===== src/rtl/midi_msg_parser.sv =====
// midi_msg_parser
//   Decodes MIDI channel-voice messages from the byte stream of the serial
//   receiver. Handles running status, real-time bytes arriving inside a
//   message, and framing-error recovery. It emits a one-cycle Note-On or
//   Note-Off event and shows the last event on the board LEDs.
//
// Ports
//   clk         system clock, shared with the byte receiver
//   rst_n       synchronous active-low reset
//   byte_valid  one-cycle strobe; byte_data and byte_err are valid in this cycle
//   byte_data   received byte
//   byte_err    framing error on this byte; the byte is discarded
//   evt_valid   one-cycle event strobe, one cycle after the completing byte
//   evt_on      1 = Note-On, 0 = Note-Off
//   evt_chan    event channel 0-15
//   evt_note    event note number
//   evt_vel     event velocity
//   LED         {evt_on, evt_note} of the last emitted event
//   err_cnt     framing-error count, saturating at 255
module midi_msg_parser #(
    parameter bit         CHAN_FILTER_EN = 1'b0,
    parameter logic [3:0] CHANNEL        = 4'd0,
    parameter bit         VEL0_OFF       = 1'b1
) (
    input  logic       clk,
    input  logic       rst_n,
    input  logic       byte_valid,
    input  logic [7:0] byte_data,
    input  logic       byte_err,
    output logic       evt_valid,
    output logic       evt_on,
    output logic [3:0] evt_chan,
    output logic [6:0] evt_note,
    output logic [6:0] evt_vel,
    output logic [7:0] LED,
    output logic [7:0] err_cnt
);

    // IDLE: no running status. D1/D2: waiting for the first or second data byte.
    typedef enum logic [1:0] {IDLE, D1, D2} state_t;

    state_t     state, state_nxt;
    logic [7:0] run_status, run_status_nxt;
    logic [6:0] d1, d1_nxt;
    logic       emit;

    // Byte classes
    logic is_data, is_chan, is_sys, is_rt;
    assign is_data = ~byte_data[7];
    assign is_rt   = (byte_data[7:3] == 5'b11111);
    assign is_sys  = (byte_data[7:3] == 5'b11110);
    assign is_chan = byte_data[7] && (byte_data[7:4] != 4'hF);

    // Properties of the message selected by the running status
    logic two_data, note_msg, chan_ok, on_nxt;
    assign two_data = (run_status[7:4] != 4'hC) && (run_status[7:4] != 4'hD);
    assign note_msg = (run_status[7:4] == 4'h8) || (run_status[7:4] == 4'h9);
    assign chan_ok  = !CHAN_FILTER_EN || (run_status[3:0] == CHANNEL);
    // A Note-On with velocity 0 is the common shorthand for Note-Off.
    assign on_nxt   = (run_status[7:4] == 4'h9) &&
                      !(VEL0_OFF && (byte_data[6:0] == 7'd0));

    // Next-state logic. A real-time byte falls through with every default
    // kept, so it can arrive between any two bytes of a message.
    always_comb begin
        // NOTE: every signal driven here gets a default first, so no path
        // leaves it unassigned and no latch is inferred.
        state_nxt      = state;
        run_status_nxt = run_status;
        d1_nxt         = d1;
        emit           = 1'b0;
        if (byte_valid) begin
            if (byte_err) begin
                state_nxt      = IDLE;
                run_status_nxt = 8'h00;
            end else if (is_rt) begin
                state_nxt = state;
            end else if (is_chan) begin
                run_status_nxt = byte_data;
                state_nxt      = D1;
            end else if (is_sys) begin
                // SysEx payload that follows is data in IDLE and gets dropped.
                state_nxt      = IDLE;
                run_status_nxt = 8'h00;
            end else if (is_data) begin
                unique case (state)
                    IDLE: state_nxt = IDLE;
                    D1: begin
                        // A single-data message completes here and keeps D1.
                        if (two_data) begin
                            d1_nxt    = byte_data[6:0];
                            state_nxt = D2;
                        end
                    end
                    D2: begin
                        state_nxt = D1;
                        emit      = note_msg && chan_ok;
                    end
                    default: state_nxt = IDLE;
                endcase
            end
        end
    end

    always_ff @(posedge clk) begin
        // NOTE: all state here uses non-blocking assignments, so each register
        // samples values from before the edge no matter how statements are ordered.
        if (!rst_n) begin
            state      <= IDLE;
            run_status <= 8'h00;
            d1         <= 7'h00;
            evt_valid  <= 1'b0;
            evt_on     <= 1'b0;
            evt_chan   <= 4'd0;
            evt_note   <= 7'h00;
            evt_vel    <= 7'h00;
            LED        <= 8'h00;
            err_cnt    <= 8'h00;
        end else begin
            state      <= state_nxt;
            run_status <= run_status_nxt;
            d1         <= d1_nxt;
            evt_valid  <= emit;
            if (emit) begin
                evt_on   <= on_nxt;
                evt_chan <= run_status[3:0];
                evt_note <= d1;
                evt_vel  <= byte_data[6:0];
                LED      <= {on_nxt, d1};
            end
            if (byte_valid && byte_err && (err_cnt != 8'hFF))
                err_cnt <= err_cnt + 8'd1;
        end
    end

endmodule


===== config.mk =====
export PLATFORM = sky130hd
export DESIGN_NAME = midi_msg_parser
export DESIGN_NICKNAME = d
export VERILOG_FILES = /design/src/rtl/midi_msg_parser.sv
export SDC_FILE = /design/constraint.sdc
export NUM_CORES = 1
export LEC_CHECK = 0
export ABC_AREA = 1
export CAP_MARGIN = 5
export CORE_MARGIN = 2
export CORE_UTILIZATION = 49
export CTS_CLUSTER_DIAMETER = 50
export DETAILED_ROUTE_END_ITERATION = 6
export GPL_TIMING_DRIVEN = 0
export HOLD_SLACK_MARGIN = 0.08
export PLACE_DENSITY = 0.78
export SLEW_MARGIN = 20
export SYNTH_ARGS = -nofsm -noshare
export SYNTH_HDL_FRONTEND = slang
export SYNTH_SLANG_ARGS = --single-unit

===== constraint.sdc =====
create_clock -name clk -period 1.6 [get_ports clk]
set_input_delay 0.24 -clock clk [delete_from_list [all_inputs] [get_ports clk]]
set_output_delay 0.24 -clock clk [all_outputs]
set_load 0.05 [all_outputs]

Yosys cells after proc, flatten, opt, wreduce, memory -nomap -nowiden
Index checks and enable logic that the tools add are counted. Widths: inputs -> output; s select.

Register bits: 53. Bits of input ports: 12. Output and inout port bits: 36. Logic and storage cells: 59.

$add $sub $neg: 1. Eq/ne operators: 13. Muxes and demuxes: 18. Bitwise operators: 5. Reduce and logical (&&, ||, !) cells: 12.

Operators with widths (number): $mux 8 (4); $mux 2 (6); $ne 4x4->1 const B (3); $eq 5x5->1 const B (2); $add 8x1->8 const B (1); $eq 4x4->1 const B (2); $ne 8x8->1 const B (1); $reduce_and 8->1 (1); $logic_not 7->1 (1); $mux 1 (7); $logic_and 1x1->1 (5); $ne 5x5->1 const B (1); $not 1->1 (5); $ne 4x1->1 const B (1); $pmux 2 s2 (1); $reduce_and 4->1 (1); $reduce_and 3->1 (1); $reduce_bool 3->1 (1); $eq 2x1->1 const B (1); $eq 2x2->1 const B (1); $ne 2x2->1 const B (1); $logic_not 1->1 (1); $logic_or 1x1->1 (1).

Logic depth before layout (Yosys ltp)
Depth in word-level cells: 9. Mapped depth: 9. Gate-level depth less buffers: 8.

Least setup slack after synthesis
No wires, ideal clock.

Path type: register -> register. From: register err_cnt[0]. To: register err_cnt[5]. Setup time: 70 ps. Arrival time: 1630 ps. Required time: 1530 ps. Path slack: -100 ps. Cell stages (with the launch flop): 8. Path buffers: 0. Period minus slack after synthesis: 1700 ps. Cell sequence: dfxtp_1 ha_1 nand3_1 nor2_4 a21oi_4 inv_2 nand2_1 a21oi_1.

Word-level cells in the longest chain between the ends: 2. Elaborated cells on any way between the ends: 3. Classes of those cells: 1 x add/sub; 1 x eq/ne; 1 x reduce/logical.

Ends and longest elaborated chain: start, declared (line 36) `output logic [7:0] err_cnt`; start signal, assigned (line 132) `err_cnt <= err_cnt + 8'd1;`; parallel branches: the longest is 2 deep, another holds $add 8x1->8.

Parallel ways; which one is timed is not known. A chain may end at the register's enable or synchronous reset.

Worst setup path in the final report
From: register err_cnt[2]. To: output port err_cnt[2].

No word-level cell between the ends.

==> impl_metrics.ini <==
[pwr]
switching_share = 0.231
power-per-cell-area_nw_per_um2 = 831
seq_pwr_share = 0.515
ir_worst_vdd_v = 0.000673
power.clock.fraction = 0.399
power.static_leakage_nw = 1.25
power_report.internal_total_mw = 1.72
totalPowerFinal_mw = 2.23
switching_power_mw = 0.514
comb_power_share = 0.086

[finish]
area_occupied_by_multi_input_gates_sq_um = 912
num_antenna_cells = 0
postLayoutCoreUtil = 0.666
regArea_sq_um = 903
flow.area_growth_from_synthesis_pct = 29.2
post_route_cells_drive_above_1_share = 0.204
nNetsFinal = 326
design_area_sq_um = 2680
fillers = 366

[routing]
routed_wl_microns = 4540
remaining_drc_errors = 0
ant_nets = 0
drt-wirelength-per-cell_microns = 12.5
drt_pass1_iterations = 4
dr.first_iter.drc_count = 142
vias_per_cell = 4.90
vias = 1782

[timing]
tns_ps = 0
slew_headroom = 0.661
fin_ws_ps = 63.7
max_clock_freq_ghz = 0.651
finalWorstPathRequiredPeriod_ps = 1540
max_slew.worst_pin.slew_ps = 511
final.period_utilization = 0.960
grt_setup_unrepaired = no
timing_max_transition_violations_final = 0
hold_viol = 0
finalSetupViolations = 0
skew_final_ps = 5.42

[flow_run]
maxCapViolCount = 0

[placed_design]
dpl-instance-area_sq_um = 2610
dpl.hpwl_microns = 3350
gp_congestion = 0.807
preCtsSetupSlack_ps = -77.8
port_buffers = 47

[cts]
tritoncts = built
clkTransAtPathRegs_ps = 80
cts_root_buffer = sky130_fd_sc_hd__clkbuf_8
clkLatencyLatePin_ps = 300
total_cts_buffers = 5
clock_path_buffers = 2
cts.sink_count = 45
cts_htree_levels = 2
cts_hold_repair_buffers = 0

[critical_path]
kind_of_start_point_of_the_critical_path = register
critical_path.endpoint_type = primary output
worstPathCellList = dlygate4sd2_1
cp_max_stage_cell = sky130_fd_sc_hd__dlygate4sd2_1
crit_family = buffers and inverters
timing.critical_path.required_ps = 1360
critPathKind = register to primary output
crit_buf_inv = 1
timing.critical_path.slowest_cell_delay_ps = 560
path_max_fanout = 6
arrival_ps = 1300

[global_route]
grt_overflow = 0
antenna_found_initial = 0
grt_pass1_wl_microns = 7710
vias_in_the_first_global_route = 1640
maximum_number_of_pins_on_one_net_before_global_route_repair = 14
grt_util_all_layers = 0.199

[yosys]
postSynth.topFlopCell = sky130_fd_sc_hd__dfxtp_1
synth.yosys.warnings = 0
post_synth_instance_area_sq_um = 2080
netlist_instances = 259
synth.largest_area_cell = sky130_fd_sc_hd__dfxtp_1
count_of_flip_flops_with_a_built_in_enable_after_synthesis = 0
synth.net_count = 272
syn_area_per_cell_sq_um = 8.02
seq_area_frac_synth = 0.434
most_instantiated_library_cell_after_synthesis = sky130_fd_sc_hd__dfxtp_1
ys_ff_latch = 45
async_flop_share = 0
yosys.area.top_type_share = 0.434
post_synth_num_cell_types = 29
synthTopCellsByArea = sky130_fd_sc_hd__dfxtp_1 (43%), sky130_fd_sc_hd__a21oi_2 (7.6%), sky130_fd_sc_hd__nand2_1 (7.0%)
synth_common_cells = sky130_fd_sc_hd__dfxtp_1 (45), sky130_fd_sc_hd__nand2_1 (39), sky130_fd_sc_hd__inv_1 (30)

[hold_path]
hold_class = register to register

[floorplanning]
core_area_sq_um = 4030
num_rows = 23
die_height_microns = 69.1
io_pins = 48
x_dimension_of_the_die_microns = 69.1
fp.dieArea_sq_um = 4780
initial_core_util = 0.516

[run_status]
outcome = complete, no violations
[power groups by stage]
stage	combinational [mW]	clock (mW)	sequential [mW]
floorplan	0.105	0	1.19
detailed placement	0.194	0	1.17
global placement	0.191	0	1.17
CTS	0.192	0.902	1.15
global route	0.211	0.957	1.15
finish	0.192	0.889	1.15
[cell families after synthesis]
family | Yosys count | synth area share
AO/OA/AOI/OAI | 71 | 0.213
adder cells (fa/ha/maj) | 1 | 0.00602
XOR/XNOR | 5 | 0.0211
flip-flops | 45 | 0.434
AND/OR/NAND/NOR | 86 | 0.199
buffers and inverters | 51 | 0.127
[path summary, 6_finish.rpt]
kind | startpoint | slack (ps) | cells after the start | endpoint
worst min register to register | d1[5] | 460 | 2 | d1[5]
worst max register to register | err_cnt[0] | 160 | 7 | err_cnt[1]
worst min-delay path | d1[5] | 460 | 2 | d1[5]
worst max-delay path | err_cnt[2] | 60 | 1 | err_cnt[2]
[state kept, by name, summed over array words and instances, names as in the netlist]
name        count
err_cnt         8
run_status      8
d1              7
evt_vel         7
evt_note        6
evt_chan        4
state           2
LED             1
evt_on          1
evt_valid       1
[layer usage]
metal	track usage	wire length [microns]
met3	0.0541	193
met1	0.272	2210
met2	0.303	2090
met5	0	0
met4	0.0675	39
[cell type report]
cell class                      count  share of cell area
Multi-Input combinational cell    163               0.340
Tap cell                           50              0.0233
Clock inverter                      1              0.0112
Inverter                           34              0.0485
Clock buffer                        7              0.0322
Buffer                             17              0.0499
Timing Repair Buffer               47               0.159
Sequential cell                    45               0.337
[placed cells by master, fill, tap and decap left out, drive strengths merged]
| cell type | count |
|---|---|
| o21bai | 1 |
| buf | 15 |
| nand3 | 12 |
| inv | 34 |
| clkdlybuf4s50 | 11 |
| bufinv | 1 |
| nand4 | 2 |
| dlygate4sd2 | 36 |
| nand2 | 47 |
| or2 | 1 |
| clkbuf | 9 |
| nor2 | 24 |
| o21ai | 29 |
| dfxtp | 45 |
| ha | 1 |
| a21boi | 1 |
| a21oi | 40 |
| xnor2 | 1 |
| xor2 | 4 |
[worst reg2reg max path, cell delays in order (launching register included)]
cell                      delay, ps
sky130_fd_sc_hd__dfxtp_2        360
sky130_fd_sc_hd__ha_1           240
sky130_fd_sc_hd__nand3_1        140
sky130_fd_sc_hd__nor2_4          60
sky130_fd_sc_hd__a21oi_4        260
sky130_fd_sc_hd__inv_2          130
sky130_fd_sc_hd__nor2_1         110
sky130_fd_sc_hd__nor2_1          50
[what timing repair did]
item | in CTS | in global routing
setup buffers | 0 | 0
resized for setup | 36 | 0
endpoints found under the hold margin | 0 | 0
setup endpoints to repair | 36 | 0
[per-stage QoR]
| stage | cells | hold WS, ps |
|---|---|---|
| floorplan | 259 | 396 |
| global placement | 356 | 447 |
| detailed placement | 356 | 451 |
| CTS | 364 | 462 |
| global route | 364 | 477 |
| finish | 364 | 459 |
Power figures use the tool's default switching activity.
